**src/rtl/rate_timer.sv**
```systemverilog
// rate_timer: binary-scaled periodic / one-shot tick generator with flash phase.
// Optional stop input is compiled in when RATE_TIMER_STOP_EN is defined.
module rate_timer #(
  parameter int CLK_HZ     = 50_000_000,
  parameter int BASE_HZ    = 1,
  parameter int NUM_SPEEDS = 5,
  parameter int SPD_W      = 3,
  parameter int PCNT_W     = 6
) (
  input  logic              clk,
  input  logic              reset,
  input  logic              load,
  input  logic [SPD_W-1:0]  speed,
  input  logic              oneshot,
  input  logic              pause,
`ifdef RATE_TIMER_STOP_EN
  input  logic              stop,
`endif
  output logic              pulse,
  output logic              on_phase,
  output logic              busy,
  output logic [SPD_W-1:0]  cur_speed,
  output logic [PCNT_W-1:0] pulses
);

  localparam int PER0  = CLK_HZ / BASE_HZ;
  localparam int CNT_W = (PER0 > 2) ? $clog2(PER0) : 1;
  localparam logic [SPD_W-1:0] MAX_SPD = SPD_W'(NUM_SPEEDS - 1);

  typedef enum logic [1:0] {
    IDLE = 2'd0,
    RUN  = 2'd1,
    HOLD = 2'd2
  } state_t;

  // Reload value for a speed code: period minus one, never below 1.
  function automatic logic [CNT_W-1:0] reload_of(input logic [SPD_W-1:0] s);
    int p;
    p = PER0 >> s;
    if (p < 2) p = 2;
    return CNT_W'(p - 1);
  endfunction

  state_t              state_q, state_d;
  logic [CNT_W-1:0]    cnt_q, cnt_d;
  logic [SPD_W-1:0]    spd_q, spd_d;
  logic                os_q, os_d;
  logic [PCNT_W-1:0]   pcnt_q, pcnt_d;
  logic [SPD_W-1:0]    spd_clamp;
  logic [CNT_W-1:0]    reload;
  logic [CNT_W:0]      half;
  logic                stop_i;
  logic                run;
  logic                tc;

`ifdef RATE_TIMER_STOP_EN
  assign stop_i = stop;
`else
  assign stop_i = 1'b0;
`endif

  assign spd_clamp = (speed > MAX_SPD) ? MAX_SPD : speed;
  assign reload    = reload_of(spd_q);
  assign half      = ({1'b0, reload} + (CNT_W+1)'(1)) >> 1;

  // HOLD with pause released resumes counting in that same cycle,
  // so the added delay equals exactly the number of paused cycles.
  assign busy      = (state_q != IDLE);
  assign run       = busy & ~pause;
  assign tc        = (cnt_q == '0);
  assign pulse     = run & ~load & ~stop_i & tc;
  assign on_phase  = busy & ({1'b0, cnt_q} >= half);
  assign cur_speed = spd_q;
  assign pulses    = pcnt_q;

  // Next-state and datapath updates; stop beats load, load beats counting.
  always_comb begin
    state_d = state_q;
    cnt_d   = cnt_q;
    spd_d   = spd_q;
    os_d    = os_q;
    pcnt_d  = pcnt_q;
    if (stop_i) begin
      state_d = IDLE;
      cnt_d   = '0;
    end else if (load) begin
      state_d = RUN;
      cnt_d   = reload_of(spd_clamp);
      spd_d   = spd_clamp;
      os_d    = oneshot;
      pcnt_d  = '0;
    end else begin
      unique case (state_q)
        IDLE: ;
        RUN, HOLD: begin
          if (pause) begin
            state_d = HOLD;
          end else begin
            state_d = RUN;
            if (tc) begin
              cnt_d = reload;
              if (pcnt_q != '1) pcnt_d = pcnt_q + 1'b1;
              if (os_q) state_d = IDLE;
            end else begin
              cnt_d = cnt_q - 1'b1;
            end
          end
        end
        default: state_d = IDLE;
      endcase
    end
  end

  // State and datapath registers.
  always_ff @(posedge clk or posedge reset) begin
    if (reset) begin
      state_q <= IDLE;
      cnt_q   <= '0;
      spd_q   <= '0;
      os_q    <= 1'b0;
      pcnt_q  <= '0;
    end else begin
      state_q <= state_d;
      cnt_q   <= cnt_d;
      spd_q   <= spd_d;
      os_q    <= os_d;
      pcnt_q  <= pcnt_d;
    end
  end

endmodule

```
**config.mk**
```make
export PLATFORM = sky130hd
export DESIGN_NAME = rate_timer
export DESIGN_NICKNAME = d
export VERILOG_FILES = /design/src/rtl/rate_timer.sv
export SDC_FILE = /design/constraint.sdc
export NUM_CORES = 1
export LEC_CHECK = 0
export CORE_MARGIN = 1
export CORE_UTILIZATION = 45
export DETAILED_ROUTE_END_ITERATION = 8
export GPL_ROUTABILITY_DRIVEN = 0
export PLACE_DENSITY = 0.75
export SLEW_MARGIN = 30
export SYNTH_ARGS = -nofsm -noshare
export SYNTH_HDL_FRONTEND = slang
export SYNTH_SLANG_ARGS = --single-unit
```
**constraint.sdc**
```tcl
create_clock -name clk -period 3.8 [get_ports clk]
set_input_delay 1.14 -clock clk [delete_from_list [all_inputs] [get_ports clk]]
set_output_delay 1.14 -clock clk [all_outputs]
set_load 0.02 [all_outputs]
```
==> impl_metrics.py <==
metrics = {
    "clock_network": {
        "clockBufferDepth": 2,
        "cts.clk_slew.worst_paths_ns": 0.08,
        "cts-root-buf": "clkbuf_8",
        "cts_hold_buffers": 0,
        "clkSinkCount": 38,
        "clk_latency_ns": 0.30,
        "cts_buffers": 5,
        "cts_tree": "built",
        "h-tree-depth": 2,
    },
    "yosys": {
        "synth_area_leaders": "dfrtp_1 28%, ha_1 12%, a21oi_1 4.7%",
        "synthArstFlopShare": 1.00,
        "synthCells": 407,
        "synth_seq_cells": 38,
        "synthTopCellsByCount": "38 x dfrtp_1, 38 x nor2_1, 36 x nand2_1",
        "synth-edff-count": 0,
        "ys_seq_area_frac": 0.282,
        "ys.flop_type": "dfrtp_1",
        "synth_area_mm2": 0.00337,
        "syn_avg_cell_area_um2": 8.28,
        "yosysTopAreaCellShare": 0.282,
        "ys_types": 69,
        "yosysWarnings": 0,
        "synth_top_area_cell": "dfrtp_1",
    },
    "final_layout": {
        "regArea_um2": 953,
        "drive_gt1_frac": 0.228,
        "diodes": 0,
        "multi_input_comb_area_mm2": 0.00237,
        "layout.nets": 521,
        "fill_cells": 642,
        "area_growth_pct": 26.6,
    },
    "power_and_ir_drop": {
        "power_leakage_nw": 1.88,
        "p_per_area_mw_per_mm2": 342,
        "p_total_mw": 1.46,
        "vdd_drop_max_mv": 0.136,
    },
    "floorplan": {
        "placementRows": 31,
        "die_w_um": 88.6,
        "die_h_um": 88.6,
        "initial_utilization": 0.465,
        "boundaryPins": 20,
        "core_mm2": 0.00725,
        "dieArea_mm2": 0.00784,
    },
    "sta": {
        "fin_ws_ns": -0.198,
        "period_minus_slack_ns": 4.00,
        "setup-violations-final": 1,
        "skew_ns": 0.0149,
        "period_share": 1.05,
        "setup_tns_ns": -0.198,
        "relSlewSlack": 0.482,
        "slew_viol_final": 0,
        "hold_violations": 0,
        "worstMarginPinSlew_ns": 0.771,
        "hold_slack_ns": 0.495,
        "rsz0062_at_grt": "yes",
        "max_clock_freq_mhz": 250,
    },
    "placed_design": {
        "dp_hpwl_mm": 7.64,
        "io_buffers": 19,
    },
    "global_routing": {
        "grt_first_pass_wirelength_mm": 16.4,
        "antenna_found_initial": 0,
        "grt_remaining_overflow": 0,
        "grt_usage": 0.277,
        "grt_pass1_vias": 3275,
        "grt_max_degree": 44,
    },
    "route": {
        "avgRoutedWirePerCell_um": 17.8,
        "first_pass_iters": 5,
        "wirelength_mm": 10.3,
        "routed_via_density": 6.09,
        "vias": 3541,
        "drc_errors": 0,
        "drtIter0Drc": 400,
        "antenna_left": 0,
    },
    "min_path": {
        "hold_class": "reg2reg",
        "holdCritStartpoint": "state_q[0]$_DFFE_PP0P_",
    },
    "worst_setup_path": {
        "worstSetupStartpointType": "flip-flop",
        "rr_startpoint": "cnt_q[0]$_DFFE_PP0P_",
        "path_class": "reg2out",
        "cp.arrival_ns": 2.86,
        "crit_start": "cur_speed[2]$_DFFE_PP0P_",
        "critPathMaxFanout": 3,
        "endpoint_kind": "primary output",
        "required_ns": 2.66,
    },
    "outcome": {
        "status": "complete, but fails checks",
        "violations": "negative setup slack",
    },
    "run": {
        "cap_violations": 0,
    },
}
logic make-up after synthesis:
| kind of cell | Yosys count | share of synthesized area |
|---|---|---|
| other | 1 | 0.00111 |
| multiplexers | 6 | 0.0186 |
| AND/OR/NAND/NOR | 167 | 0.276 |
| AO/OA/AOI/OAI | 114 | 0.220 |
| adder cells (fa/ha/maj) | 32 | 0.119 |
| flip-flops | 38 | 0.282 |
| XOR/XNOR | 16 | 0.0416 |
| buffers and inverters | 33 | 0.0412 |
metrics by stage:
stage	cells	worst slack [ns]	cell area, µm²	util
floorplan	409	0.0151	3420	-
global placement	564	-0.333	4050	0.558
detailed placement	564	-0.481	4050	0.558
CTS	577	-0.225	4190	0.578
global route	581	-0.351	4270	0.588
finish	581	-0.198	4270	0.588
where the power goes:
group	internal, mW	total (mW)	switching (mW)
Sequential	0.451	0.514	0.0629
Clock	0.146	0.298	0.152
Combinational	0.295	0.648	0.352
Total	0.893	1.46	0.567
layer usage:
metal  vias to the layer above  part of all wire  global-route usage
met3                        38             0.069              0.0382
li1                       1650                 -                   -
met5                         -                 0                   0
met1                      1701              0.43               0.367
met4                         0             0.028               0.126
met2                       152              0.48               0.450
placed cells by master (no fill, tap or decap), types with 4 or more instances in the layout:
cell type | netlist | layout
nor3_1 | 15 | 14
nor2_1 | 38 | 35
xor2_1 | 8 | 8
xnor2_1 | 8 | 8
or3_1 | 5 | 5
clkdlybuf4s50_1 | 0 | 17
nand2b_1 | 9 | 9
inv_1 | 16 | 15
buf_4 | 0 | 62
mux2i_1 | 4 | 4
nand3_1 | 13 | 13
o21ai_1 | 5 | 7
nand2_2 | 1 | 5
o21ai_0 | 21 | 18
clkbuf_8 | 0 | 6
a21oi_1 | 32 | 29
a211oi_1 | 6 | 6
o21a_1 | 6 | 6
nand4_1 | 7 | 7
nor3_2 | 3 | 4
a21o_1 | 6 | 6
and3_1 | 7 | 7
nor4_1 | 7 | 7
nand2_1 | 36 | 32
nor2b_1 | 5 | 4
ha_1 | 32 | 30
dfrtp_1 | 38 | 36
critical path: stages (launching register included):
cell,delay (ns)
dfrtp_2,0.41
clkinv_4,0.09
a21oi_4,0.14
nand2_2,0.10
ha_4,0.23
nor2b_4,0.15
nor2_2,0.05
a21oi_2,0.11
o21ai_2,0.07
ha_1,0.29
a21o_1,0.21
a21oi_2,0.14
nor2b_1,0.06
o21ai_1,0.12
a31oi_1,0.10
o21bai_4,0.18
buf_6,0.13
timing repair:
| action | in CTS | in global routing |
|---|---|---|
| pin swaps | 8 | 12 |
| setup buffers | 5 | 4 |
| resized for setup | 13 | 17 |
| endpoints found under the setup margin | 2 | 2 |
path summary, 6_finish.rpt:
check,end,slack [ns],depth (start not counted)
setup reg to reg,cnt_q[10]$_DFFE_PP0P_,1.07,9
min in group asynchronous,cnt_q[21]$_DFFE_PP0P_,0.99,2
max in group asynchronous,cur_speed[0]$_DFFE_PP0P_,2.34,3
hold / removal,state_q[0]$_DFFE_PP0P_,0.49,1
setup / recovery,on_phase,-0.20,16
hold reg to reg,state_q[0]$_DFFE_PP0P_,0.49,1
flip-flops by register name (all words and copies together) (netlist names):
signal     count
cnt_q         26
cur_speed      3
os_q           1
pulses         6
state_q        2
final cells by class:
class | instances | area share
repair buffers | 81 | 0.153
clock buffers | 6 | 0.0193
clock inverters | 2 | 0.00293
inverters | 17 | 0.0161
flip-flops and latches | 38 | 0.223
well taps | 99 | 0.0290
multi-input cells | 338 | 0.556
(Power assumes the default switching activity.)
